`src/rtl/dac_scheduler_if.sv`:
```
// rtl/dac_scheduler_if.sv - request/DAC-writer handshake bundle for dac_scheduler
//
// Signals:
//   ch_req      4   per-channel update request (bit i = channel i)
//   ch_value    48  packed 12-bit codes, channel i in [12i+11:12i]
//   dac_busy    1   downstream DAC writer busy flag
//   dac_start   1   one-cycle write strobe to the writer
//   dac_reg     5   DAC register address (granted channel index)
//   dac_value   16  write data {4'b0, code}
//   pending     4   per-channel pending-update flags
//   done        1   write-complete pulse
//   done_ch     2   channel of the completed/aborted write
//   timeout_err 1   write-aborted pulse
//   sched_busy  1   scheduler not idle
// Modports: slave = scheduler side, master = requesters + writer side.
interface dac_scheduler_if;
  logic [3:0]  ch_req;
  logic [47:0] ch_value;
  logic        dac_busy;
  logic        dac_start;
  logic [4:0]  dac_reg;
  logic [15:0] dac_value;
  logic [3:0]  pending;
  logic        done;
  logic [1:0]  done_ch;
  logic        timeout_err;
  logic        sched_busy;

  modport slave (
    input  ch_req, ch_value, dac_busy,
    output dac_start, dac_reg, dac_value, pending, done, done_ch,
           timeout_err, sched_busy
  );

  modport master (
    output ch_req, ch_value, dac_busy,
    input  dac_start, dac_reg, dac_value, pending, done, done_ch,
           timeout_err, sched_busy
  );
endinterface

```
`src/rtl/dac_scheduler.sv`:
```
// rtl/dac_scheduler.sv - round-robin coalescing scheduler for a 4-channel I2C DAC writer
//
// Ports:
//   clk  - single clock, rising edge
//   rst  - asynchronous active-high reset
//   bus  - dac_scheduler_if.slave (requests in, DAC writer handshake and status out)
// Parameters:
//   TIMEOUT_CYCLES - cycles allowed in each wait state before the write is aborted
//   NUM_CH         - number of requesters (fixed at 4)
module dac_scheduler #(
  parameter int TIMEOUT_CYCLES = 4096,
  parameter int NUM_CH         = 4
) (
  input  logic           clk,
  input  logic           rst,
  dac_scheduler_if.slave bus
);

  localparam int CW = (TIMEOUT_CYCLES > 1) ? $clog2(TIMEOUT_CYCLES) : 1;
  localparam logic [CW-1:0] CNT_LAST = CW'(TIMEOUT_CYCLES - 1);

  typedef enum logic [1:0] {IDLE, ISSUE, WAIT_BUSY, WAIT_DONE} state_t;

  state_t        state;
  logic [11:0]   shadow [NUM_CH];
  logic [3:0]    pending_q;
  logic [1:0]    last_grant;
  logic [1:0]    grant;
  logic [CW-1:0] cnt;

  logic [1:0]    rr_idx;
  logic [1:0]    cand;
  logic          rr_found;
  logic [3:0]    rr_onehot;
  logic [3:0]    grant_onehot;

  assign bus.pending   = pending_q;
  assign rr_onehot     = 4'b0001 << rr_idx;
  assign grant_onehot  = 4'b0001 << grant;

  // First pending channel scanning last_grant+1, +2, ... with 2-bit wrap.
  always_comb begin
    rr_found = 1'b0;
    rr_idx   = '0;
    cand     = '0;
    for (int k = 1; k <= NUM_CH; k++) begin
      cand = last_grant + 2'(k);
      if (!rr_found && pending_q[cand]) begin
        rr_found = 1'b1;
        rr_idx   = cand;
      end
    end
  end

  always_ff @(posedge clk or posedge rst) begin
    if (rst) begin
      state           <= IDLE;
      pending_q       <= '0;
      last_grant      <= 2'd3;
      grant           <= '0;
      cnt             <= '0;
      for (int i = 0; i < NUM_CH; i++) shadow[i] <= '0;
      bus.dac_start   <= 1'b0;
      bus.dac_reg     <= '0;
      bus.dac_value   <= '0;
      bus.done        <= 1'b0;
      bus.done_ch     <= '0;
      bus.timeout_err <= 1'b0;
      bus.sched_busy  <= 1'b0;
    end else begin
      bus.dac_start   <= 1'b0;
      bus.done        <= 1'b0;
      bus.timeout_err <= 1'b0;

      // New requests always land; later pending_q writes below fold them in.
      for (int i = 0; i < NUM_CH; i++) begin
        if (bus.ch_req[i]) shadow[i] <= bus.ch_value[12*i +: 12];
      end
      pending_q <= pending_q | bus.ch_req;

      case (state)
        IDLE: begin
          if (rr_found) begin
            grant          <= rr_idx;
            bus.dac_reg    <= {3'b000, rr_idx};
            // Reads the pre-edge shadow, so a colliding request is written next time.
            bus.dac_value  <= {4'h0, shadow[rr_idx]};
            bus.done_ch    <= rr_idx;
            pending_q      <= (pending_q & ~rr_onehot) | bus.ch_req;
            bus.dac_start  <= 1'b1;
            bus.sched_busy <= 1'b1;
            state          <= ISSUE;
          end
        end

        ISSUE: begin
          cnt   <= '0;
          state <= WAIT_BUSY;
        end

        WAIT_BUSY: begin
          if (bus.dac_busy) begin
            cnt   <= '0;
            state <= WAIT_DONE;
          end else if (cnt == CNT_LAST) begin
            bus.timeout_err <= 1'b1;
            pending_q       <= pending_q | bus.ch_req | grant_onehot;
            last_grant      <= grant;
            bus.sched_busy  <= 1'b0;
            cnt             <= '0;
            state           <= IDLE;
          end else begin
            cnt <= cnt + CW'(1);
          end
        end

        WAIT_DONE: begin
          if (!bus.dac_busy) begin
            bus.done       <= 1'b1;
            last_grant     <= grant;
            bus.sched_busy <= 1'b0;
            cnt            <= '0;
            state          <= IDLE;
          end else if (cnt == CNT_LAST) begin
            bus.timeout_err <= 1'b1;
            pending_q       <= pending_q | bus.ch_req | grant_onehot;
            last_grant      <= grant;
            bus.sched_busy  <= 1'b0;
            cnt             <= '0;
            state           <= IDLE;
          end else begin
            cnt <= cnt + CW'(1);
          end
        end

        default: state <= IDLE;
      endcase
    end
  end

endmodule
```
`src/flat_wrapper.sv`:
```
// flat-port wrapper written by rule: the top's interface ports become plain ports
module dac_scheduler_flat 
#(
  parameter int TIMEOUT_CYCLES = 4096,
  parameter int NUM_CH         = 4
)
  (clk, rst, bus_ch_req, bus_ch_value, bus_dac_busy, bus_dac_start, bus_dac_reg, bus_dac_value, bus_pending, bus_done, bus_done_ch, bus_timeout_err, bus_sched_busy);
  dac_scheduler_if bus_i ();
  input  logic clk;
  input  logic rst;
  input wire logic [$bits(bus_i.ch_req)-1:0] bus_ch_req;
  input wire logic [$bits(bus_i.ch_value)-1:0] bus_ch_value;
  input wire logic [$bits(bus_i.dac_busy)-1:0] bus_dac_busy;
  output wire logic [$bits(bus_i.dac_start)-1:0] bus_dac_start;
  output wire logic [$bits(bus_i.dac_reg)-1:0] bus_dac_reg;
  output wire logic [$bits(bus_i.dac_value)-1:0] bus_dac_value;
  output wire logic [$bits(bus_i.pending)-1:0] bus_pending;
  output wire logic [$bits(bus_i.done)-1:0] bus_done;
  output wire logic [$bits(bus_i.done_ch)-1:0] bus_done_ch;
  output wire logic [$bits(bus_i.timeout_err)-1:0] bus_timeout_err;
  output wire logic [$bits(bus_i.sched_busy)-1:0] bus_sched_busy;
  assign bus_i.ch_req = bus_ch_req;
  assign bus_i.ch_value = bus_ch_value;
  assign bus_i.dac_busy = bus_dac_busy;
  assign bus_dac_start = bus_i.dac_start;
  assign bus_dac_reg = bus_i.dac_reg;
  assign bus_dac_value = bus_i.dac_value;
  assign bus_pending = bus_i.pending;
  assign bus_done = bus_i.done;
  assign bus_done_ch = bus_i.done_ch;
  assign bus_timeout_err = bus_i.timeout_err;
  assign bus_sched_busy = bus_i.sched_busy;
  dac_scheduler #(.TIMEOUT_CYCLES(TIMEOUT_CYCLES), .NUM_CH(NUM_CH)) u_core (.clk(clk), .rst(rst), .bus(bus_i));
endmodule
```
`config.mk`:
```
export PLATFORM = sky130hd
export DESIGN_NAME = dac_scheduler_flat
export DESIGN_NICKNAME = d
export VERILOG_FILES = /design/src/rtl/dac_scheduler_if.sv /design/src/rtl/dac_scheduler.sv /design/src/flat_wrapper.sv
export SDC_FILE = /design/constraint.sdc
export NUM_CORES = 1
export LEC_CHECK = 0
export BUFFER_PORTS_ARGS = -buffer_cell sky130_fd_sc_hd__buf_2
export CAP_MARGIN = 40
export CORE_ASPECT_RATIO = 1.25
export CORE_UTILIZATION = 40
export DETAILED_ROUTE_END_ITERATION = 10
export PLACE_DENSITY_LB_ADDON = 0.3
export SLEW_MARGIN = 0
export SYNTH_ARGS = -nofsm -noshare
export SYNTH_HDL_FRONTEND = slang
export SYNTH_SLANG_ARGS = --single-unit
```
`constraint.sdc`:
```
create_clock -name clk -period 7.1 [get_ports clk]
set_input_delay 0.71 -clock clk [delete_from_list [all_inputs] [get_ports clk]]
set_output_delay 0.71 -clock clk [all_outputs]
set_load 0.005 [all_outputs]
```
==> results by group <==
Layout
  • Final #Nets: 493
  • Share of cells above drive strength 1: 38.01%
  • Inserted Diodes: 0
  • Area Overhead vs Synth: 17.09%
  • Fillers: 958
  • Final Util: between 40% and 50%

Place
  • Final GP Congestion: around 0.79
  • Post-DP HPWL: 6619 um
  • Dpl ws: between 4 and 5 ns
  • IO Port Bufs: 78

Timing
  • Setup TNS: 0 ns
  • FMAX: 450.9 MHz
  • Hold Vio Cnt, Final: 0
  • Actual slew at the worst max-slew pin: between 0.5 and 0.6 ns
  • Final clock skew: ~0.0092 ns
  • Slew HR: around 60%
  • Minimum clock period: approximately 2.2 ns
  • RSZ-0062 raised after global routing: no
  • Final period util: between 30% and 40%
  • Slew Limit Fails: 0
  • Final setup violation count: 0
  • PnR worst setup slack: just under 5 ns

Global route
  • Initial antenna violation count: 0
  • Grt ovf: 0
  • Total track usage: 18.39%
  • Vias in the first global route: 3081
  • First-pass GRT wire length: between 15000 and 20000 um
  • Gr busiest metal: met2
  • Met3 global-route usage: approximately 3.3%
  • Global-route met2 utilization: about a third
  • Met1 Use GR: between 20 and 25%
  • Largest net degree at the start of global routing: 66

Drt
  • Pre-Repair DR Iteration Count: 4
  • Via density: 5.385
  • Final wirelength: between 9000 and 10000 um
  • Vias: approximately 3000
  • DRC viols: 0
  • Initial DRC Count: around 170
  • Routed length per placed instance: about 16 um
  • Final antenna-violating net count: 0

Synth
  • Register area share after synthesis: 51.17%
  • Most frequent cell after synthesis: dfrtp_1
  • Ys async rst share: 100.0%
  • Synth Warn #: 0
  • Mapped Cells: 370
  • EDFF count, synth: 0
  • Main flop type after synthesis: dfrtp_1
  • Area leader, netlist: dfrtp_1
  • Synth Register Bits: between 80 and 90
  • Area contributors post-synth: dfrtp_1 50%, mux2_2 13%, nor3b_1 4.1%, mux2i_1 3.3%, nor2_1 2.6%
  • Top cell type's share of synthesized area: around 50%
  • Yosys cell types: 55
  • Synth cell count leaders: 84 x dfrtp_1, 49 x mux2_2, 29 x nor2_1, 23 x nor3b_1, 17 x o21ai_0
  • Mapped Avg Cell Area: approximately 11 sq um
  • Mapped cell area: about 4200 sq um

Clock network
  • Worst skew pair latency: 0.34 ns
  • CTS clock-pin slew for the worst setup and hold paths: approximately 0.070 ns
  • Bufs on Longest Clock Path: 2
  • Clock Tree Root: clkbuf_16
  • Post-CTS sizing: 0
  • Number of H-tree levels: 3
  • CTS tree: yes
  • CTS Sinks: 86
  • CTS buffer count: 9
  • Cts hold-fix bufs: 0
  • Setup bufs post-CTS: 0

Worst setup path
  • Reg-to-reg setup timing slack: approximately 4.9 ns
  • Data arrival, critical path: 2.49 ns
  • Critical setup path kind: reg2reg
  • Startpoint Class: register
  • Worst endpoint required time: ~7.4 ns
  • Worst setup EP type: register
  • Top fanout value on the critical path: 11

Run status
  • Status: complete, no violations

Floorplanning
  • Initial Util: 41.45%
  • Core area: slightly above 10000 sq um
  • Die width: between 90 and 100 um
  • Std cell rows: between 40 and 50
  • Die area: 10940 sq um
  • Die Y: between 100 and 150 um
  • Number of I/O pins: 86

Worst hold path
  • Hold/Removal Path Class: in2async

Power and ir drop
  • Leakage: 2.189 nW
  • Pwr dens: 369.4 nW/um^2
  • Peak supply drop: 0.1807 mV

Job
  • Number of max-cap violations: 0
[metrics by stage]
step	cell area, sq um	hold slack [ns]	std cells	power (mW)
floorplan	4233	0.4481	376	1.189
global placement	4596	0.4669	552	1.354
detailed placement	4642	0.4905	555	1.379
CTS	4930	0.4094	571	1.837
global route	4930	0.4352	571	1.941
finish	4930	0.4096	571	1.821
[cell type report]
type / instances / area (sq um) / area share [%]
Clock buffer: 9 / 225.2 / 4.569
Clock inverter: 7 / 62.56 / 1.269
Tap cell: 129 / 161.4 / 3.274
Multi-Input combinational cell: 248 / 1836 / 37.23
Inverter: 8 / 31.28 / 0.6345
Timing Repair Buffer: 84 / 459.2 / 9.315
Sequential cell: 86 / 2155 / 43.71
[cells by family (layout without fill, tap and decap cells)]
logic type	count (synthesis)	count (layout)	share of synthesized area [%]
multiplexers	64	64	16.79
adder cells (fa/ha/maj)	1	1	0.2971
AO/OA/AOI/OAI	80	80	12.39
XOR/XNOR	2	2	0.4161
other	1	7	0.08907
flip-flops	86	86	51.17
AND/OR/NAND/NOR	94	94	12.99
buffers and inverters	42	108	5.854
[registers in the layout, indices dropped and copies added (netlist names), 2 cells and up]
signal                flops
u_core.cnt               12
u_core.shadow            48
u_core.last_grant         2
u_core.grant              2
u_core.bus.pending        4
u_core.state              2
u_core.bus.dac_value     12
[routing by layer]
layer	part of all wire (%)	up-vias
met1	41	1507
met5	0	-
li1	-	1455
met2	51	97
met4	2.3	0
met3	5.2	16
[where the power goes]
group | total (mW) | switching, mW | internal, mW
registers | 0.696 | 0.103 | 0.594
clock network | 0.455 | 0.209 | 0.245
logic | 0.670 | 0.374 | 0.296
[cell usage in the layout, fill, tap and decap left out, types with 3 or more instances in the layout]
cell	netlist	final
a21oi_1	15	14
a21oi_2	2	3
a22oi_1	11	11
a31oi_1	14	14
and3_1	3	3
buf_2	8	78
buf_4	11	4
clkbuf_16	0	9
conb_1	1	7
dfrtp_1	84	84
inv_1	8	7
inv_6	0	4
mux2_2	49	49
mux2i_1	14	14
nand2_1	11	11
nand2b_1	3	3
nand3_1	9	9
nor2_1	29	29
nor3_1	3	3
nor3b_1	23	23
o21ai_0	17	17
or3_2	3	3
[path summary, 6_finish.rpt]
kind                                       startpoint                               end  depth (start not counted)
setup / recovery            u_core.cnt[0]$_DFFE_PP0P_  u_core.last_grant[1]$_DFFE_PP1P_                          6
hold / removal                                    rst     u_core.shadow[10]$_DFFE_PP0P_                          3
setup reg to reg            u_core.cnt[0]$_DFFE_PP0P_  u_core.last_grant[1]$_DFFE_PP1P_                          6
hold reg to reg            u_core.cnt[10]$_DFFE_PP0P_        u_core.cnt[10]$_DFFE_PP0P_                          1
max in group asynchronous                         rst  u_core.last_grant[0]$_DFFE_PP1P_                          4
min in group clk           u_core.cnt[10]$_DFFE_PP0P_        u_core.cnt[10]$_DFFE_PP0P_                          1
[worst max-delay path, stage by stage, from the launching register on]
cell,delay (ns)
dfrtp_1,0.40
ha_1,0.26
nand3_2,0.14
nor4_4,0.56
o21ai_0,0.20
or2_4,0.30
mux2_4,0.29
No activity file was read; power rests on OpenSTA's default activity.
